File: src/rtl/ram_copy_engine.sv
// Block copy / constant fill sequencer driving one single-port RAM.
// Copy costs three cycles per word (read, capture, write); fill costs one.
module ram_copy_engine #(
  parameter int DATA_WIDTH = 8,
  parameter int ADDR_WIDTH = 4
) (
  input  logic                  i_clk,
  input  logic                  i_rst_n,
  input  logic                  i_start,
  input  logic                  i_mode,
  input  logic [ADDR_WIDTH-1:0] i_src_addr,
  input  logic [ADDR_WIDTH-1:0] i_dst_addr,
  input  logic [ADDR_WIDTH:0]   i_len,
  input  logic [DATA_WIDTH-1:0] i_fill_data,
  output logic                  o_busy,
  output logic                  o_done,
  output logic                  o_err,
  output logic [ADDR_WIDTH-1:0] o_addr_ram,
  output logic [DATA_WIDTH-1:0] o_wdata_ram,
  output logic                  o_en_ram,
  output logic                  o_we_ram,
  output logic                  o_re_ram,
  input  logic [DATA_WIDTH-1:0] i_rdata_ram
);

  localparam logic [ADDR_WIDTH:0]   DEPTH    = {1'b1, {ADDR_WIDTH{1'b0}}};
  localparam logic [ADDR_WIDTH:0]   LEN_ONE  = (ADDR_WIDTH+1)'(1);
  localparam logic [ADDR_WIDTH:0]   LEN_ZERO = '0;
  localparam logic [ADDR_WIDTH-1:0] PTR_ONE  = ADDR_WIDTH'(1);

  typedef enum logic [2:0] {
    ST_IDLE,
    ST_RD,
    ST_CAP,
    ST_WR,
    ST_FILL,
    ST_DONE
  } state_t;

  state_t                state_reg;
  logic [ADDR_WIDTH-1:0] src_ptr_reg;
  logic [ADDR_WIDTH-1:0] dst_ptr_reg;
  logic [ADDR_WIDTH:0]   cnt_reg;
  logic                  busy_reg;
  logic                  done_reg;
  logic                  err_reg;
  logic [ADDR_WIDTH-1:0] addr_reg;
  logic [DATA_WIDTH-1:0] wdata_reg;
  logic                  en_reg;
  logic                  we_reg;
  logic                  re_reg;

  logic [ADDR_WIDTH-1:0] src_ptr_next;
  logic [ADDR_WIDTH-1:0] dst_ptr_next;
  logic [ADDR_WIDTH:0]   cnt_next;

  // Pointers are ADDR_WIDTH wide, so the increment wraps naturally.
  assign src_ptr_next = src_ptr_reg + PTR_ONE;
  assign dst_ptr_next = dst_ptr_reg + PTR_ONE;
  assign cnt_next     = cnt_reg - LEN_ONE;

  always_ff @(posedge i_clk) begin
    if (!i_rst_n) begin
      state_reg   <= ST_IDLE;
      src_ptr_reg <= '0;
      dst_ptr_reg <= '0;
      cnt_reg     <= '0;
      busy_reg    <= 1'b0;
      done_reg    <= 1'b0;
      err_reg     <= 1'b0;
      addr_reg    <= '0;
      wdata_reg   <= '0;
      en_reg      <= 1'b0;
      we_reg      <= 1'b0;
      re_reg      <= 1'b0;
    end else begin
      done_reg <= 1'b0;
      err_reg  <= 1'b0;
      case (state_reg)
        ST_IDLE: begin
          if (i_start) begin
            src_ptr_reg <= i_src_addr;
            dst_ptr_reg <= i_dst_addr;
            cnt_reg     <= i_len;
            if (i_len > DEPTH) begin
              state_reg <= ST_DONE;
              done_reg  <= 1'b1;
              err_reg   <= 1'b1;
            end else if (i_len == LEN_ZERO) begin
              state_reg <= ST_DONE;
              done_reg  <= 1'b1;
            end else if (i_mode) begin
              state_reg <= ST_FILL;
              busy_reg  <= 1'b1;
              en_reg    <= 1'b1;
              we_reg    <= 1'b1;
              addr_reg  <= i_dst_addr;
              wdata_reg <= i_fill_data;
            end else begin
              state_reg <= ST_RD;
              busy_reg  <= 1'b1;
              en_reg    <= 1'b1;
              re_reg    <= 1'b1;
              addr_reg  <= i_src_addr;
            end
          end
        end
        ST_RD: begin
          state_reg <= ST_CAP;
          en_reg    <= 1'b0;
          re_reg    <= 1'b0;
        end
        ST_CAP: begin
          // The write-data register doubles as the hold register for the read word.
          state_reg <= ST_WR;
          wdata_reg <= i_rdata_ram;
          en_reg    <= 1'b1;
          we_reg    <= 1'b1;
          addr_reg  <= dst_ptr_reg;
        end
        ST_WR: begin
          src_ptr_reg <= src_ptr_next;
          dst_ptr_reg <= dst_ptr_next;
          cnt_reg     <= cnt_next;
          we_reg      <= 1'b0;
          if (cnt_reg == LEN_ONE) begin
            state_reg <= ST_DONE;
            busy_reg  <= 1'b0;
            en_reg    <= 1'b0;
            done_reg  <= 1'b1;
          end else begin
            state_reg <= ST_RD;
            re_reg    <= 1'b1;
            addr_reg  <= src_ptr_next;
          end
        end
        ST_FILL: begin
          dst_ptr_reg <= dst_ptr_next;
          cnt_reg     <= cnt_next;
          if (cnt_reg == LEN_ONE) begin
            state_reg <= ST_DONE;
            busy_reg  <= 1'b0;
            en_reg    <= 1'b0;
            we_reg    <= 1'b0;
            done_reg  <= 1'b1;
          end else begin
            addr_reg <= dst_ptr_next;
          end
        end
        ST_DONE: begin
          state_reg <= ST_IDLE;
        end
        default: begin
          state_reg <= ST_IDLE;
        end
      endcase
    end
  end

  assign o_busy      = busy_reg;
  assign o_done      = done_reg;
  assign o_err       = err_reg;
  assign o_addr_ram  = addr_reg;
  assign o_wdata_ram = wdata_reg;
  assign o_en_ram    = en_reg;
  assign o_we_ram    = we_reg;
  assign o_re_ram    = re_reg;

endmodule

File: config.mk
export PLATFORM = sky130hd
export DESIGN_NAME = ram_copy_engine
export DESIGN_NICKNAME = d
export VERILOG_FILES = /design/src/rtl/ram_copy_engine.sv
export SDC_FILE = /design/constraint.sdc
export NUM_CORES = 1
export LEC_CHECK = 0
export CAP_MARGIN = 40
export CORE_MARGIN = 2
export CORE_UTILIZATION = 52
export CTS_BUF_LIST = sky130_fd_sc_hd__clkbuf_2
export CTS_CLUSTER_DIAMETER = 30
export DETAILED_ROUTE_END_ITERATION = 6
export GPL_TIMING_DRIVEN = 0
export PLACE_DENSITY = 0.83
export SLEW_MARGIN = 20
export SYNTH_ARGS = -nofsm -noshare
export SYNTH_HDL_FRONTEND = slang
export SYNTH_SLANG_ARGS = --single-unit
File: constraint.sdc
create_clock -name i_clk -period 2.6 [get_ports i_clk]
set_clock_uncertainty 0.1 [all_clocks]
set_input_delay 0.52 -clock i_clk [delete_from_list [all_inputs] [get_ports i_clk]]
set_output_delay 0.52 -clock i_clk [all_outputs]
set_load 0.005 [all_outputs]
==> flow_metrics.env <==
export IMPL_largest_reg_flops=8
export IMPL_p_per_area_nw_per_um2=931
export IMPL_pin_count=51
export IMPL_core_area_um2=3970
export IMPL_cts_sinks=34
export IMPL_synth_edff_count=0
export IMPL_fin_ws_ns=0.122
export IMPL_setup_violations_final=0
export IMPL_async_flop_share=0
export IMPL_final_cells=357
export IMPL_wire_per_inst_um=16.1
export IMPL_status="finished clean"
export IMPL_synth_top_area_frac=0.318
export IMPL_drc_errors=0
export IMPL_syn_to_final_growth_pct=30.0
export IMPL_grt_pass1_wl_um=8930
export IMPL_p_switching_w=0.00110
export IMPL_cts_root_buffer="clkbuf_2"
export IMPL_dp_cells=347
export IMPL_totalWireLength_um=5740
export IMPL_io_buffers=49
export IMPL_syn_area_per_cell_um2=8.64
export IMPL_synth_mux_area_frac=0.0747
export IMPL_ys_top_cells_by_area="dfxtp_1, mux2i_1, a21oi_1, a211oi_1, ha_1"
export IMPL_rsz0062_at_grt="no"
export IMPL_ys_top_cells_by_count="dfxtp_1, a21oi_1, nor2_1"
export IMPL_grt_max_degree=12
export IMPL_synth_top_family_by_area="compound AO/OA/AOI/OAI gates"
export IMPL_finalWorstPathRequiredPeriod_ns=2.48
export IMPL_clockBufferDepth=2
export IMPL_leakagePower_nw=1.04
export IMPL_detail_route_antenna_nets=0
export IMPL_dieArea_um2=4650
export IMPL_p_int_w=0.00150
export IMPL_hpwl_um=4340
export IMPL_start_util=0.540
export IMPL_relSlewSlack=0.594
export IMPL_drt_iter0_markers=135
export IMPL_track_usage=0.262
export IMPL_hp_class="reg -> reg"
export IMPL_htreeDepth=2
export IMPL_via_count=2105
export IMPL_end_kind="flop"
export IMPL_max_freq_mhz=403
export IMPL_seq_power_share=0.323
export IMPL_synth_most_common_cell="dfxtp_1"
export IMPL_ir_drop_uv=412
export IMPL_rr_worst_depth=5
export IMPL_holdBufCountCts=0
export IMPL_power_total_w=0.00259
export IMPL_clk_pin_slew_ns=0.18
export IMPL_die_w_um=68.2
export IMPL_synthFlopType="dfxtp_1"
export IMPL_path_class="in -> reg"
export IMPL_synth_nets=288
export IMPL_maxCapViolations=0
export IMPL_grt_ovfl_total=0
export IMPL_synthSimpleGateAreaFrac=0.202
export IMPL_synth_top_cell_by_area="dfxtp_1"
export IMPL_p_clk_frac=0.100
export IMPL_start_kind="primary input"
export IMPL_cp_required_ns=2.82
export IMPL_syn_inst=248
export IMPL_worst_pin_slew_ns=0.607
export IMPL_antenna_found_initial=0
export IMPL_grt_pass1_vias=1843
export IMPL_maxSlewViolCount=0
export IMPL_hold_depth=2
export IMPL_dp_slack_ns=-0.538
export IMPL_vias_per_cell=5.90
export IMPL_seq_area_frac_synth=0.318
export IMPL_cp_arrival_ns=2.69
export IMPL_worstPathMaxFanout=5
export IMPL_synth_fa_ha_area_frac=0.0409
export IMPL_yosysWarnings=0
export IMPL_ys_types=55
export IMPL_yosys_area_share_xor_xnor=0.0204
export IMPL_nNetsFinal=346
export IMPL_numCtsBuffers=5
export IMPL_ys_seq_elements=34
export IMPL_fillers=331
export IMPL_insertion_delay_ns=0.42
export IMPL_cts_tree="built"
export IMPL_comb_power_share=0.578
export IMPL_rows=23
export IMPL_hold_viol=0
export IMPL_n_antenna_cell=0
export IMPL_syn_area_um2=2140
export IMPL_synth_compound_area_frac=0.270
export IMPL_finalWeightedCongestion=0.837
export IMPL_drtPass1Iterations=4
export IMPL_drive_gt1_frac=0.117
export IMPL_swShare=0.423
export IMPL_fin_crit_sh=0.953
export IMPL_die_y_um=68.2
-- cell families (layout without fill, tap and decap cells) --
group / count (synthesis) / after routing
AO/OA/AOI/OAI: 85 / 85
AND/OR/NAND/NOR: 73 / 73
flip-flops: 34 / 34
buffers and inverters: 28 / 87
multiplexers: 16 / 16
adder cells (fa/ha/maj): 7 / 7
XOR/XNOR: 5 / 5
-- timing repair --
item	CTS	global route
buffers inserted	2	0
pin swaps	1	0
resized for setup	1	4
setup endpoints to repair	2	5
-- power groups by stage --
stage               Clock (W)  Sequential, W  Combinational (W)
floorplan                   0       0.000827            0.00101
global placement            0       0.000841            0.00142
detailed placement          0       0.000851            0.00145
CTS                  0.000259       0.000837            0.00148
global route         0.000287       0.000860            0.00163
finish               0.000258       0.000838            0.00150
-- critical path: stages --
cell	delay [ns]
clkdlybuf4s50_1	0.42
or4_4	0.57
ha_1	0.26
nor3b_4	0.29
a21oi_1	0.11
a2111o_1	0.39
o2111a_1	0.13
-- final cells by class --
class,count,area (um^2),area share
clock inverter,3,16.3,0.00584
clock buffer,5,25.0,0.00898
buffer,18,123,0.0440
sequential,34,681,0.244
timing repair buffer,51,505,0.181
inverter,10,37.5,0.0135
tap,50,62.6,0.0225
multi-input combinational,186,1340,0.480
-- layer usage --
metal  track usage  vias up  part of all wire
met3        0.0576        6             0.053
met1         0.338     1001              0.44
met5             0        -                 0
met2         0.427       54              0.49
met4        0.0925        0             0.011
li1              -     1044                 -
-- cell usage in the layout (no fill, tap or decap), drive strengths merged, types with 2 or more instances in the layout --
cell and n:
o31ai 5, nor2 21, mux2i 16, o21ai 12, and3 5, a21oi 26
ha 7, xnor2 5, nor4b 2, a221oi 3, nor3b 4, nand2 12
o211ai 3, clkbuf 10, clkdlybuf4s50 49, o221a 2, a211o 2, or2 3
inv 10, or4 2, a31oi 4, nor3 7, nand3 6, buf 15
a211oi 16, nand2b 4, dfxtp 34, clkinv 2
-- path summary, 6_finish.rpt --
| path | start | to | slack (ns) |
|---|---|---|---|
| max reg2reg | cnt_reg[0] | o_en_ram | 0.74 |
| min reg2reg | cnt_reg[1] | cnt_reg[1] | 0.40 |
| max | i_len[3] | o_addr_ram[0] | 0.12 |
| min | cnt_reg[1] | cnt_reg[1] | 0.40 |
-- metrics by stage --
step	utilization	TNS [ns]	area, um^2	hold slack [ns]
after floorplan	-	0	2140	0.352
after detailed placement	0.679	-5.36	2700	0.376
after CTS	0.695	0	2760	0.398
after global placement	0.679	-4.87	2700	0.370
final	0.702	0	2790	0.400
after global routing	0.702	0	2790	0.428
No activity file was read; power rests on OpenSTA's default activity.
